$ cat src/rtl/spi_burst_pkg.sv
// Shared opcodes, FSM state encoding and constants for the SPI burst command engine.
package spi_burst_pkg;

    localparam int unsigned OP_RD = 1;
    localparam int unsigned OP_WR = 2;

    typedef enum logic [2:0] {
        IDLE,
        ADDR,
        RD_REQ,
        RD_WAIT,
        RD_SHIFT,
        WR_WAIT,
        WR,
        FLUSH
    } state_t;

    // Byte returned to the master when the register file never answers a read.
    localparam logic [63:0] FILL_ONES = '1;

    function automatic logic op_is_valid(input int unsigned op);
        return (op == OP_RD) || (op == OP_WR);
    endfunction

endpackage

$ cat src/rtl/spi_burst_timer.sv
// Saturating cycle counter; expired rises on the LIMIT-th consecutive enabled cycle.
module spi_burst_timer #(
    parameter int LIMIT = 15,
    parameter int CNT_W = $clog2(LIMIT + 1)
) (
    input  logic clk,
    input  logic rst,
    input  logic clear,
    input  logic enable,
    output logic expired
);

    logic [CNT_W-1:0] count_reg;

    always_ff @(posedge clk) begin
        if (rst || clear) begin
            count_reg <= '0;
        end else if (enable && (count_reg != CNT_W'(LIMIT))) begin
            count_reg <= count_reg + 1'b1;
        end
    end

    // count_reg holds the cycles already spent, so the current cycle is count_reg+1.
    assign expired = enable && (count_reg >= CNT_W'(LIMIT - 1));

endmodule

$ cat src/rtl/spi_burst_sm.sv
// SPI command decoder: opcode/length byte, multi-byte address, then an
// auto-incrementing read or write burst with read timeout and chip-select abort.
module spi_burst_sm
    import spi_burst_pkg::*;
#(
    parameter int DATA_W  = 8,
    parameter int ADDR_W  = 16,
    parameter int LEN_W   = 4,
    parameter int TIMEOUT = 15
) (
    input  logic              clk,
    input  logic              rst,
    input  logic              cs_active,
    input  logic              rx_done,
    input  logic [DATA_W-1:0] rx_data,
    output logic [DATA_W-1:0] tx_data,
    output logic              tx_load,
    output logic [ADDR_W-1:0] reg_addr,
    output logic [DATA_W-1:0] reg_wdata,
    output logic              reg_we,
    output logic              reg_re,
    input  logic [DATA_W-1:0] reg_rdata,
    input  logic              reg_rvalid,
    output logic              err_cmd,
    output logic              err_timeout,
    output logic              busy
);

    localparam int ADDR_BYTES = ADDR_W / DATA_W;
    localparam int OP_W       = DATA_W - LEN_W;
    localparam int BCNT_W     = $clog2(ADDR_BYTES + 1);

    state_t              state_reg;
    logic [OP_W-1:0]     op_reg;
    logic [LEN_W-1:0]    remaining_reg;
    logic [ADDR_W-1:0]   addr_reg;
    logic [BCNT_W-1:0]   bcnt_reg;

    logic [OP_W-1:0]     rx_op;
    logic [LEN_W-1:0]    rx_len;
    logic [ADDR_W-1:0]   addr_shifted;
    logic                timer_clear;
    logic                timer_enable;
    logic                timer_expired;

    assign rx_op    = rx_data[DATA_W-1:LEN_W];
    assign rx_len   = rx_data[LEN_W-1:0];
    assign reg_addr = addr_reg;

    // Address arrives MSB byte first; a single-byte address simply replaces.
    generate
        if (ADDR_BYTES == 1) begin : g_addr_single
            assign addr_shifted = rx_data;
        end else begin : g_addr_multi
            assign addr_shifted = {addr_reg[ADDR_W-DATA_W-1:0], rx_data};
        end
    endgenerate

    assign timer_clear  = (state_reg == RD_REQ);
    assign timer_enable = (state_reg == RD_WAIT);

    spi_burst_timer #(
        .LIMIT (TIMEOUT)
    ) u_timer (
        .clk     (clk),
        .rst     (rst),
        .clear   (timer_clear),
        .enable  (timer_enable),
        .expired (timer_expired)
    );

    always_ff @(posedge clk) begin
        if (rst) begin
            state_reg     <= IDLE;
            op_reg        <= '0;
            remaining_reg <= '0;
            addr_reg      <= '0;
            bcnt_reg      <= '0;
            tx_data       <= '0;
            tx_load       <= 1'b0;
            reg_wdata     <= '0;
            reg_we        <= 1'b0;
            reg_re        <= 1'b0;
            err_cmd       <= 1'b0;
            err_timeout   <= 1'b0;
            busy          <= 1'b0;
        end else begin
            tx_load     <= 1'b0;
            reg_we      <= 1'b0;
            reg_re      <= 1'b0;
            err_cmd     <= 1'b0;
            err_timeout <= 1'b0;

            // Chip-select loss overrides every transition and suppresses new strobes.
            if (!cs_active) begin
                state_reg <= IDLE;
                busy      <= 1'b0;
            end else begin
                case (state_reg)
                    IDLE: begin
                        if (rx_done) begin
                            op_reg        <= rx_op;
                            remaining_reg <= rx_len;
                            bcnt_reg      <= '0;
                            busy          <= 1'b1;
                            if (op_is_valid(32'(rx_op))) begin
                                state_reg <= ADDR;
                            end else begin
                                state_reg <= FLUSH;
                                err_cmd   <= 1'b1;
                            end
                        end
                    end
                    ADDR: begin
                        if (rx_done) begin
                            addr_reg <= addr_shifted;
                            if (bcnt_reg == BCNT_W'(ADDR_BYTES - 1)) begin
                                if (op_reg == OP_W'(OP_RD)) begin
                                    state_reg <= RD_REQ;
                                    reg_re    <= 1'b1;
                                end else begin
                                    state_reg <= WR_WAIT;
                                end
                            end else begin
                                bcnt_reg <= bcnt_reg + 1'b1;
                            end
                        end
                    end
                    RD_REQ: begin
                        state_reg <= RD_WAIT;
                    end
                    RD_WAIT: begin
                        // Data that shows up on the timeout cycle still wins.
                        if (reg_rvalid) begin
                            tx_data   <= reg_rdata;
                            tx_load   <= 1'b1;
                            state_reg <= RD_SHIFT;
                        end else if (timer_expired) begin
                            tx_data     <= FILL_ONES[DATA_W-1:0];
                            tx_load     <= 1'b1;
                            err_timeout <= 1'b1;
                            state_reg   <= RD_SHIFT;
                        end
                    end
                    RD_SHIFT: begin
                        if (rx_done) begin
                            if (remaining_reg == '0) begin
                                state_reg <= FLUSH;
                            end else begin
                                addr_reg      <= addr_reg + 1'b1;
                                remaining_reg <= remaining_reg - 1'b1;
                                reg_re        <= 1'b1;
                                state_reg     <= RD_REQ;
                            end
                        end
                    end
                    WR_WAIT: begin
                        if (rx_done) begin
                            reg_wdata <= rx_data;
                            reg_we    <= 1'b1;
                            state_reg <= WR;
                        end
                    end
                    WR: begin
                        if (remaining_reg == '0) begin
                            state_reg <= FLUSH;
                        end else begin
                            addr_reg      <= addr_reg + 1'b1;
                            remaining_reg <= remaining_reg - 1'b1;
                            state_reg     <= WR_WAIT;
                        end
                    end
                    FLUSH: begin
                        state_reg <= FLUSH;
                    end
                    default: begin
                        state_reg <= IDLE;
                    end
                endcase
            end
        end
    end

endmodule

$ cat config.mk
export PLATFORM = sky130hd
export DESIGN_NAME = spi_burst_sm
export DESIGN_NICKNAME = d
export VERILOG_FILES = /design/src/rtl/spi_burst_pkg.sv /design/src/rtl/spi_burst_timer.sv /design/src/rtl/spi_burst_sm.sv
export SDC_FILE = /design/constraint.sdc
export NUM_CORES = 1
export LEC_CHECK = 0
export ABC_AREA = 1
export CORE_MARGIN = 5
export CORE_UTILIZATION = 56
export CTS_CLUSTER_DIAMETER = 80
export DETAILED_ROUTE_END_ITERATION = 8
export GPL_TIMING_DRIVEN = 0
export HOLD_SLACK_MARGIN = 0.1
export PLACE_DENSITY = 0.87
export SETUP_SLACK_MARGIN = 0.1
export SLEW_MARGIN = 20
export SYNTH_ARGS = -nofsm -noshare
export SYNTH_HDL_FRONTEND = slang
export SYNTH_SLANG_ARGS = --single-unit
$ cat constraint.sdc
create_clock -name clk -period 4.05 [get_ports clk]
set_input_delay 0.405 -clock clk [delete_from_list [all_inputs] [get_ports clk]]
set_output_delay 0.405 -clock clk [all_outputs]
set_load 0.02 [all_outputs]
# Yosys cells after proc, flatten, opt, wreduce, memory -nomap -nowiden
# Index checks and enable logic that the tools add are counted.
# totals
regBits	55
wordCells	102
# classes
reduce_logical	23
eq_ne	19
add_sub_neg	4
order_cmp	1
n_mux	36
n_bitwise	5
# ops
cell	count
2-to-1 mux 16 bit	3
case mux 16 bit (3 select lines)	1
2-to-1 mux 3 bit	10
case mux 3 bit (8 select lines)	1
adder 16 x 1 -> 16 bit, second input constant	1
2-to-1 mux 8 bit	2
== test 3 bit, second input constant	4
2-to-1 mux 4 bit	3
inequality test 2 bit, second input constant	6
case mux 4 bit (3 select lines)	1
2-to-1 mux 1 bit	9
AND reduction 3 bit	3
== test 4 x 1 -> 1 bit, second input constant	2
2-to-1 mux 2 bit	4
AND reduction 4 bit	2
OR reduction 4 bit	2
== test 3 x 2 -> 1 bit, second input constant	2
AND reduction 6 bit	1
nonzero test 3 bit	2
OR reduction 3 bit	2
inverter 1 bit	5
AND reduction 5 bit	1
adder 4 x 1 -> 4 bit, second input constant	1
== test 4 x 2 -> 1 bit, second input constant	1
other kinds (16)	19

# Longest topological paths before layout
# Gate-level depths: netlist of run 1.
# logic_depth
word_depth	5
ltp_mapped	11

# Hierarchy
# Synthesis of run 1 repeated with hierarchy kept, for this count alone.
# unflattened
hier_cells	430
area_unflattened_um2	2865.2
# by_module_without_submodules
module	cells_per_inst	n_inst	seq_area_each_um2	area_each_um2
spi_burst_sm	397	1	1021.0	2616.3
spi_burst_timer	33	1	80.1	249.0

# Worst setup path after synthesis of run 1
# Ideal clock, no wire load.
# synth_path
kind	register to register
from	register addr_reg[0] (netlist: reg_addr[0])
to	register addr_reg[12] (netlist: reg_addr[12])
t_arrival_ps	1431
setup_slack_ps	2486
synth_period_minus_slack_ps	1564
setup_ps	133
stages_incl_launch_ff	9
t_required_ps	3917
cell_sequence	dfxtp_1 > ha_1 > nand2_1 > nor2_1 > nand3_1 > nand2_1 > nand3_1 > nand3_1 > a21oi_2
# synth_between
elab_chain_len	4
# synth_rtl
element	line	rtl
start, declared	spi_burst_sm.sv:36	logic [ADDR_W-1:0] addr_reg;
start signal, assigned	spi_burst_sm.sv:116	addr_reg <= addr_shifted;
start signal, assigned	spi_burst_sm.sv:150	addr_reg <= addr_reg + 1'b1;
start signal, assigned	spi_burst_sm.sv:168	addr_reg <= addr_reg + 1'b1;
adder 16 x 1 -> 16 bit (*)	spi_burst_sm.sv:150, spi_burst_sm.sv:168	
2-to-1 mux 16 bit (*)	spi_burst_sm.sv:147, spi_burst_sm.sv:165	
2-to-1 mux 16 bit	spi_burst_sm.sv:146	if (rx_done) begin
case mux 16 bit (3 select lines) (*)	spi_burst_sm.sv:99	case (state_reg)
# Mark *: on every way between the ends. The rest lies on a longest branch, timed or not. The select of a mux whose other input is x is not followed.
# A chain may end at the register's enable or synchronous reset.

# Final worst setup path of run 1
# layout_path
from	register addr_reg[7] (netlist: reg_addr[7])
to	output reg_addr[7]
# layout_lines
element	line	rtl
end, declared	spi_burst_sm.sv:18	output logic [ADDR_W-1:0] reg_addr,
# No word-level cell between the ends.

==> impl_metrics.yaml, run 1 <==
run_status:
  outcome: "finished, final reports clean"
clocking:
  cts.clk_slew.worst_paths_ns: 0.11
  cts_buffers: 5
  cts_buffer_depth: 2
  cts-resized-gates: 0
  ctsHtreeMaxLevel: 2
  clockRootBuffer: "clkbuf_8"
  clock_latency_ns: 0.32
  cts_tree: "yes"
  cts.sinks: 55
  postCtsSetupBuffers: 0
  ctsHoldBuffers: 0
synth:
  synth_commonest_cells: "nand2_1, nor2_1, dfxtp_1"
  synth_edf_count: 0
  syn_area_sq_um: 3040
  synth_ff_type: "dfxtp_1"
  synth-seq-area-share: 0.363
  yosys.cell_count.top_type: "nand2_1"
  netlist_top_cells_area: "dfxtp_1, nand2_1, nor2_1"
  synth_cell_types: 36
  synth_area_leader_cell: "dfxtp_1"
  synth_seq_cells: 55
  syn_nets: 474
  yosysTopAreaCellShare: 0.363
  ys_warn_count: 0
  synth_area_per_cell_sq_um: 6.78
  synth-async-reset-ratio: 0
  synth_cells: 448
detailed_routing:
  wl_per_cell_microns: 14.5
  ant_nets: 0
  drcViolationCount: 0
  drt_iter0_markers: 312
  vias_per_cell: 5.49
  wl_microns: 8450
  via_count: 3204
  first_pass_iters: 5
sta:
  setup_violations: 0
  finalSetupTns_ns: 0
  min_period_ns: 1.89
  fmax_ghz: 0.529
  hold_slack_ns: 0.465
  fin_ws_ns: 2.16
  slew_headroom: 0.609
  hold_viol_final: 0
  rsz0062_at_grt: "false"
  clock_skew_ns: 0.0106
  timing.final.crit_share: 0.466
  slew_viol_final: 0
  worst_slew_pin_slew_ns: 0.586
die:
  core_area_sq_um: 5170
  rows: 26
  start_util: 0.587
  die_h_microns: 83.6
  die_area_sq_um: 6990
  pin_count: 59
  chipWidth_microns: 83.6
grt:
  gr-total-overflow: 0
  antenna_found_initial: 0
  track_usage: 0.245
  grt_pass1_wl_microns: 14200
  grt_max_degree: 20
  first_global_vias: 2999
worst_setup_path:
  cp_top_family: "buffers and inverters"
  worstSetupStartpoint: "reg_addr[7]$_SDFFE_PP0P_"
  rr_startpoint: "reg_addr[0]$_SDFFE_PP0P_"
  r2r_cells: 8
  start_kind: "flop"
  cp_max_fo: 7
  crit_path_end_kind: "output port"
  timing.rr.end: "reg_addr[10]$_SDFFE_PP0P_"
  critPathBufInv: 1
  crit_type: "flop to output port"
  path_cells: "clkdlybuf4s50_1"
  arrival_ns: 1.48
  critical_path_required_ns: 3.64
  r2r_slack_ns: 2.26
  slowest_delay_ns: 0.66
  slowest_stage: "clkdlybuf4s50_1"
pwr:
  powerDensity_nw_per_um2: 313
  p_leak_nw: 1.45
  vdd_drop_max_mv: 0.197
placement:
  dp_slack_ns: 1.95
  post-dp-hpwl_microns: 6130
  place.gp.congestion: 0.910
  portBuffers: 58
final_layout:
  multi_input_area_sq_um: 1680
  regArea_sq_um: 1100
  nets: 539
  layout-drive-gt1-share: 0.111
  n_antenna_cell: 0
  largest_register_ffs: 16
  num-fill-cells: 411
  area_growth_pct: 25.2
min_path:
  hp-class: "flop to flop"
  worstHoldStart: "op_reg[3]$_SDFFE_PP0P_"
  holdPathStages: 2
  min_to: "op_reg[3]$_SDFFE_PP0P_"
flow_run:
  cap_violations: 0
-- worst max-delay path by stage --
stage / to / slack, ns / cells past startpoint
after floorplan: reg_addr[12]$_SDFFE_PP0P_ / 2.49 / 8
after global placement: tx_load$_SDFF_PP0_ / 1.93 / 4
after detailed placement: tx_data[3]$_SDFFE_PP0P_ / 1.95 / 4
after CTS: reg_addr[7] / 2.17 / 1
after global routing: reg_addr[0]$_SDFFE_PP0P_ / 2.11 / 4
final: reg_addr[7] / 2.16 / 1
-- stage by stage --
stage	instances	util	total power, W	instance area [sq um]
after detailed placement	576	0.716	0.000861	3700
after global placement	576	0.716	0.000855	3700
after CTS	584	0.735	0.00119	3800
after floorplan	448	-	0.000771	3040
after global routing	584	0.735	0.00125	3800
final	584	0.735	0.00119	3800
-- power breakdown --
| part | total (W) | internal [W] | switching (W) |
|---|---|---|---|
| sequential | 0.000591 | 0.000565 | 0.0000259 |
| combinational | 0.000265 | 0.000103 | 0.000163 |
| clock | 0.000332 | 0.000129 | 0.000203 |
| total | 0.00119 | 0.000796 | 0.000392 |
-- worst reg2reg max path: cells and delay by family, from the launching register on --
| kind | cells | cell delay [ns] |
|---|---|---|
| AOI/OAI and AO/OA | 1 | 0.05 |
| adders and majority gates | 1 | 0.24 |
| DFF | 1 | 0.48 |
| and+or+nand+nor | 6 | 0.91 |
-- area by class of cell --
class | count | area share
Multi-Input combinational cell | 335 | 0.442
Clock inverter | 3 | 0.00757
Tap cell | 70 | 0.0230
Clock buffer | 5 | 0.0181
Timing Repair Buffer | 58 | 0.153
Buffer | 11 | 0.0201
Inverter | 47 | 0.0464
Sequential cell | 55 | 0.290
-- placed cells by master, fill, tap and decap left out, drive strengths merged, types with 10 or more instances in the layout --
master and count:
nand3 25, a21oi 40, nand2 110, nand4 10, nor2 87, o21ai 39
clkdlybuf4s50 58, dfxtp 55, inv 47
-- routing by layer --
metal  GRT usage  vias to the layer above  routed length, microns
met3      0.0484                       19                     755
met1       0.325                     1455                    3640
met4      0.0687                        0                     153
li1            -                     1570                       -
met5           0                        -                       0
met2       0.404                      160                    3900
-- cells by family after synthesis --
group | count (synthesis) | synth area share
AO/OA/AOI/OAI | 85 | 0.159
XOR/XNOR | 3 | 0.00866
adder cells (fa/ha/maj) | 5 | 0.0206
buffers and inverters | 58 | 0.0833
flip-flops | 55 | 0.363
AND/OR/NAND/NOR | 242 | 0.366
Note: power is estimated with default switching activity, not from simulation.
==> run 2: changes to the inputs <==
--- a/config.mk
+++ b/config.mk
@@ -7,12 +7,12 @@
 export LEC_CHECK = 0
 export ABC_AREA = 1
 export CORE_MARGIN = 5
-export CORE_UTILIZATION = 56
+export CORE_UTILIZATION = 47
 export CTS_CLUSTER_DIAMETER = 80
 export DETAILED_ROUTE_END_ITERATION = 8
 export GPL_TIMING_DRIVEN = 0
 export HOLD_SLACK_MARGIN = 0.1
-export PLACE_DENSITY = 0.87
+export PLACE_DENSITY = 0.78
 export SETUP_SLACK_MARGIN = 0.1
 export SLEW_MARGIN = 20
 export SYNTH_ARGS = -nofsm -noshare
==> constraint.sdc (replaced) <==
create_clock -name clk -period 1.6 [get_ports clk]
set_input_delay 0.16 -clock clk [delete_from_list [all_inputs] [get_ports clk]]
set_output_delay 0.16 -clock clk [all_outputs]
set_load 0.02 [all_outputs]
==> run 2 against run 1 <==
- routed wire length grew 14%
- cell area increased by 13%
- worst setup slack worse by 2.1 ns
- hold slack got worse by 0.082 ns
- register-to-register slack got worse by 2.2 ns
- via count rose by 7.4%
- largest power group unchanged
- flip-flop and latch count unchanged
==> impl_metrics.yaml, run 2 (same netlist as run 1, synthesis figures left out) <==
pwr:
  powerDensity_nw_per_um2: 772
  pwr-share-clk: 0.277
  p_int_w: 0.00226
  combPwrFrac: 0.269
  p_sw_frac: 0.317
  p_leak_nw: 1.73
  pwr-share-seq: 0.454
  switchingPower_w: 0.00105
  vdd_drop_max_mv: 0.395
sta:
  fmax_ghz: 0.642
  clock_skew_ns: 0.0166
  hold_viol_final: 0
  min_period_ns: 1.56
  setup_violations: 0
  rsz0062_at_grt: "true"
  slew_viol_final: 0
  slew_headroom: 0.665
  timing.final.crit_share: 0.973
  finalSetupTns_ns: 0
  worst_slew_pin_slew_ns: 0.503
worst_setup_path:
  start_kind: "flop"
  arrival_ns: 1.76
  crit_path_end_kind: "flop"
  crit_type: "flop to flop"
  r2r_cells: 10
  timing.rr.end: "reg_addr[5]$_SDFFE_PP0P_"
  rr_startpoint: "state_reg[1]$_SDFFE_PP0P_"
  cp_max_fo: 8
  r2r_slack_ns: 0.04
  worstSetupStartpoint: "state_reg[1]$_SDFFE_PP0P_"
  critical_path_required_ns: 1.80
final_layout:
  n_antenna_cell: 0
  layout-drive-gt1-share: 0.254
  num-fill-cells: 501
  nets: 562
  final_common_cell: "nand2_1"
  final_cell_area_sq_um: 4290
  largest_register_ffs: 16
  final_cell_mix: "nand2_1, nor2_1, dfxtp_1, clkdlybuf4s50_1, inv_1"
  area_growth_pct: 41.3
min_path:
  holdPathStages: 3
  min_to: "state_reg[0]$_SDFFE_PP0P_"
  hp-class: "input pin to flop"
  worstHoldStart: "cs_active"
die:
  pin_count: 59
  chipWidth_microns: 90.4
  start_util: 0.481
  die_h_microns: 90.4
  rows: 29
  core_area_sq_um: 6310
  die_area_sq_um: 8170
detailed_routing:
  first_pass_iters: 5
  via_count: 3442
  drt_iter0_markers: 354
  drcViolationCount: 0
  ant_nets: 0
  wl_per_cell_microns: 15.6
  wl_microns: 9590
  vias_per_cell: 5.62
grt:
  first_global_vias: 2972
  grt_max_degree: 16
  track_usage: 0.200
  grt_pass1_wl_microns: 13900
  antenna_found_initial: 0
  gr-total-overflow: 0
placement:
  place.gp.congestion: 0.869
  placed_area_sq_um: 3710
  portBuffers: 58
  post-dp-hpwl_microns: 6010
clocking:
  cts_buffer_depth: 2
  ctsHtreeMaxLevel: 2
  cts.sinks: 55
  cts.clk_slew.worst_paths_ns: 0.10
  ctsHoldBuffers: 0
  clockRootBuffer: "clkbuf_8"
  cts_tree: "yes"
  cts_buffers: 5
  clock_latency_ns: 0.32
flow_run:
  cap_violations: 0
run_status:
  outcome: "finished, final reports clean"
-- run 2: changes by cell type in the layout (fill, tap and decap cells not counted), moves of 10 or more --
cell / before / now
buf_4: 3 / 19
clkdlybuf4s50_1: 58 / 41
dfxtp_1: 55 / 41
dfxtp_2: 0 / 11
dlygate4sd2_1: 0 / 14
nand2_1: 100 / 85
nor2_1: 79 / 65
o21ai_0: 32 / 22
-- run 2: worst max-delay path by stage --
| stage | slack (ns) | endpoint | cells past startpoint |
|---|---|---|---|
| finish | 0.04 | reg_addr[5]$_SDFFE_PP0P_ | 10 |
| global route | -0.03 | remaining_reg[1]$_SDFFE_PP0P_ | 9 |
| CTS | 0.10 | reg_addr[11]$_SDFFE_PP0P_ | 9 |
| detailed placement | -0.31 | tx_load$_SDFF_PP0_ | 4 |
| global placement | -0.30 | tx_load$_SDFF_PP0_ | 4 |
| floorplan | 0.11 | reg_addr[12]$_SDFFE_PP0P_ | 8 |
-- run 2: per-stage QoR --
step / total power [W] / instances / setup WS (ns) / util / hold slack, ns
after global placement: 0.00216 / 583 / -0.298 / 0.588 / 0.442
after floorplan: 0.00195 / 448 / 0.114 / - / 0.237
final: 0.00331 / 613 / 0.0428 / 0.679 / 0.384
after global routing: 0.00345 / 613 / -0.0321 / 0.679 / 0.379
after CTS: 0.00310 / 594 / 0.101 / 0.610 / 0.423
after detailed placement: 0.00217 / 583 / -0.310 / 0.588 / 0.449
-- run 2: cell type report --
class                      instances  area (sq um)  share of cell area
buffer                            11          92.6              0.0216
clock buffer                       6          72.6              0.0169
clock inverter                     1          30.0             0.00700
inverter                          47           189              0.0440
multi-input combinational        338          1940               0.452
sequential                        55          1130               0.263
tap                               77          96.3              0.0225
timing repair buffer              78           746               0.174
-- run 2: what timing repair did --
action | in CTS | in global routing
gates cloned | 0 | 5
resized for setup | 22 | 97
buffers inserted | 4 | 14
pin swaps | 3 | 30
endpoints found under the hold margin | 0 | 0
endpoints found under the setup margin | 43 | 46
-- run 2: layer usage --
metal,GRT usage,routed length [microns],vias to the layer above
met5,0,0,-
met4,0.0459,201,0
met3,0.0458,802,21
met2,0.333,4660,189
met1,0.263,3930,1603
li1,-,-,1629
-- run 2: power groups by stage --
stage | Combinational, W | Sequential, W | Clock (W)
global route | 0.000958 | 0.00151 | 0.000979
floorplan | 0.000410 | 0.00154 | 0
CTS | 0.000683 | 0.00149 | 0.000921
detailed placement | 0.000651 | 0.00152 | 0
global placement | 0.000640 | 0.00152 | 0
finish | 0.000889 | 0.00150 | 0.000918
-- run 2: worst max-delay path, stage by stage, from the launching register on --
cell,delay [ns]
dfxtp_2,0.33
buf_8,0.14
nor2_4,0.13
nand2_4,0.08
nand2_4,0.11
nand2_2,0.10
nand2_4,0.12
nand2_8,0.08
clkbuf_16,0.18
a21oi_2,0.10
nor2_1,0.05
==> run 3: changes to the inputs <==
--- a/config.mk
+++ b/config.mk
@@ -7,14 +7,14 @@
 export LEC_CHECK = 0
 export ABC_AREA = 1
 export CORE_MARGIN = 5
-export CORE_UTILIZATION = 47
+export CORE_UTILIZATION = 46
 export CTS_CLUSTER_DIAMETER = 80
 export DETAILED_ROUTE_END_ITERATION = 8
 export GPL_TIMING_DRIVEN = 0
-export HOLD_SLACK_MARGIN = 0.1
 export PLACE_DENSITY = 0.78
 export SETUP_SLACK_MARGIN = 0.1
 export SLEW_MARGIN = 20
 export SYNTH_ARGS = -nofsm -noshare
 export SYNTH_HDL_FRONTEND = slang
+export SYNTH_HIERARCHICAL = 1
 export SYNTH_SLANG_ARGS = --single-unit
==> run 3 against run 2 <==
- the run now ends with negative setup slack left
- critical path depth did not move
- non-clock buffer count fell by 6
- sequential share of layout area rose by 2.3 points
- clock power fell by 2.7%
==> impl_metrics.yaml, run 3 <==
sta:
  min_period_ns: 1.64
  setup_violations: 1
  fin_ws_ns: -0.0432
  worst_slew_pin_slew_ns: 0.528
  timing.final.crit_share: 1.03
  rsz0062_at_grt: "true"
  fmax_ghz: 0.609
  hold_viol_final: 0
  slew_headroom: 0.648
  finalSetupTns_ns: -0.0432
  clock_skew_ns: 0.0101
  slew_viol_final: 0
placement:
  dp_cells: 563
  post-dp-hpwl_microns: 5570
  placed_area_sq_um: 3570
  portBuffers: 58
  place.gp.congestion: 0.919
die:
  chipWidth_microns: 88.9
  rows: 28
  core_area_sq_um: 5990
  die_h_microns: 88.9
  pin_count: 59
  start_util: 0.478
  die_area_sq_um: 7910
detailed_routing:
  wl_per_cell_microns: 13.8
  ant_nets: 0
  via_count: 3109
  drt_iter0_markers: 338
  vias_per_cell: 5.31
  wl_microns: 8100
  drcViolationCount: 0
  first_pass_iters: 6
run_status:
  outcome: "finished, violations left"
  violations: "negative setup slack"
clocking:
  cts_buffer_depth: 2
  cts_buffers: 5
  cts_tree: "yes"
  ctsHoldBuffers: 0
  cts.clk_slew.worst_paths_ns: 0.10
  cts.sinks: 55
  clockRootBuffer: "clkbuf_8"
  clock_latency_ns: 0.31
  ctsHtreeMaxLevel: 2
worst_setup_path:
  slowest_delay_ns: 0.36
  slowest_stage: "dfxtp_2"
  cp_max_fo: 3
  start_kind: "flop"
  r2r_cells: 10
  critPathBufInv: 2
  crit_type: "flop to flop"
  cp.depth: 10
  worst_path_most_repeated_cell: "or2_4"
  cp_top_family: "simple AND/OR/NAND/NOR gates"
  arrival_ns: 1.85
  path_cells: "inv_2 -> ha_4 -> nor2_4 -> nor2_2 -> or2_4 -> or2_4 -> nand3b_1 -> inv_1 -> o21ai_1 -> nor2_1"
  critical_path_required_ns: 1.80
  crit_path_end_kind: "flop"
pwr:
  combPwrFrac: 0.213
  switchingPower_w: 0.000883
  pwr-share-clk: 0.294
  p_int_w: 0.00216
  p_leak_nw: 1.70
  vdd_drop_max_mv: 0.644
  pwr-share-seq: 0.493
  p_sw_frac: 0.290
  powerDensity_nw_per_um2: 765
synth:
  synth-seq-area-share: 0.384
  netlist_top_cells_area: "dfxtp_1, nand2_1, nor2_1"
  synth_area_leader_cell: "dfxtp_1"
  synth-async-reset-ratio: 0
  synth_top_family_by_area: "simple AND/OR/NAND/NOR gates"
  synth_ff_type: "dfxtp_1"
  synth_compound_area_frac: 0.164
  yosysTopAreaCellShare: 0.384
  yosys.cell_count.top_type: "nand2_1"
  syn_area_sq_um: 2870
  synth-adder-area-share: 0.0218
  synth_xor_area_frac: 0.00917
  synth_cells: 430
  yosys.area_share.simple: 0.337
  synth_edf_count: 0
  synth_commonest_cells: "nand2_1, nor2_1, dfxtp_1"
  synth_area_per_cell_sq_um: 6.66
  synth_mux_area_frac: 0
  synth_cell_types: 31
  synth_seq_cells: 55
  ys_warn_count: 6
  syn_nets: 456
final_layout:
  nets: 536
  final_cell_area_sq_um: 3970
  final_cells: 585
  area_growth_pct: 38.7
  n_antenna_cell: 0
  layout-drive-gt1-share: 0.198
  final_cell_mix: "nand2_1, nor2_1, clkdlybuf4s50_1, dfxtp_1, inv_1"
  largest_register_ffs: 16
  final_common_cell: "nand2_1"
grt:
  antenna_found_initial: 0
  track_usage: 0.204
  first_global_vias: 2909
  grt_max_degree: 16
  gr-total-overflow: 0
  grt_pass1_wl_microns: 13000
flow_run:
  cap_violations: 0
min_path:
  hp-class: "flop to flop"
  holdPathStages: 2
[run 3: timing repair]
item / CTS / global route
pin swaps: 7 / 5
gates cloned: 0 / 1
setup endpoints to repair: 52 / 49
resized for setup: 28 / 58
buffers inserted: 8 / 6
[run 3: cell families after synthesis]
kind of cell / after synthesis
flops: 55
fa+ha+maj: 5
compound gates: 82
simple gates: 227
xor+xnor: 3
buf+inv: 58
[run 3: worst min-delay path, cell delays in order, from the launching register on]
cell,delay (ns)
dfxtp_1,0.33
inv_1,0.05
a21oi_1,0.05
[run 3: power by group through the flow]
stage	logic, W	registers [W]	clock network, W
after floorplan	0.000328	0.00154	0
after global placement	0.000553	0.00152	0
after detailed placement	0.000561	0.00152	0
after CTS	0.000588	0.00149	0.000915
after global routing	0.000715	0.00151	0.000976
final	0.000647	0.00150	0.000893
[run 3: final timing paths]
kind / endpoint / from / slack [ns]
max: state_reg[0]$_SDFFE_PP0P_ / u_timer/count_reg[0]$_SDFFE_PP0P_ / -0.04
max reg2reg: state_reg[0]$_SDFFE_PP0P_ / u_timer/count_reg[0]$_SDFFE_PP0P_ / -0.04
min: op_reg[0]$_SDFFE_PP0P_ / op_reg[0]$_SDFFE_PP0P_ / 0.46
min reg2reg: op_reg[0]$_SDFFE_PP0P_ / op_reg[0]$_SDFFE_PP0P_ / 0.46
[run 3: layer usage]
metal  wire length (microns)  GRT usage
met1                    3510      0.260
met2                    3750      0.343
met3                     654     0.0433
met4                     180     0.0701
met5                       0          0
[run 3: cell type report]
| cell class | count | area [sq um] |
|---|---|---|
| plain buffers | 10 | 66.3 |
| inverters | 48 | 190 |
| multi-input cells | 317 | 1690 |
| well taps | 75 | 93.8 |
| clock buffers | 6 | 72.6 |
| fillers | 520 | 2020 |
| clock inverters | 1 | 30.0 |
| repair buffers | 73 | 692 |
| flip-flops and latches | 55 | 1130 |
[run 3: metrics by stage]
stage | total power [W] | hold slack, ns | utilization | worst slack (ns)
4_1_cts | 0.00300 | 0.460 | 0.628 | -0.0170
6_report | 0.00304 | 0.458 | 0.663 | -0.0432
2_1_floorplan | 0.00187 | 0.236 | - | 0.0173
3_3_place_gp | 0.00208 | 0.436 | 0.596 | -0.252
3_5_place_dp | 0.00209 | 0.446 | 0.596 | -0.229
5_1_grt | 0.00320 | 0.476 | 0.663 | -0.122
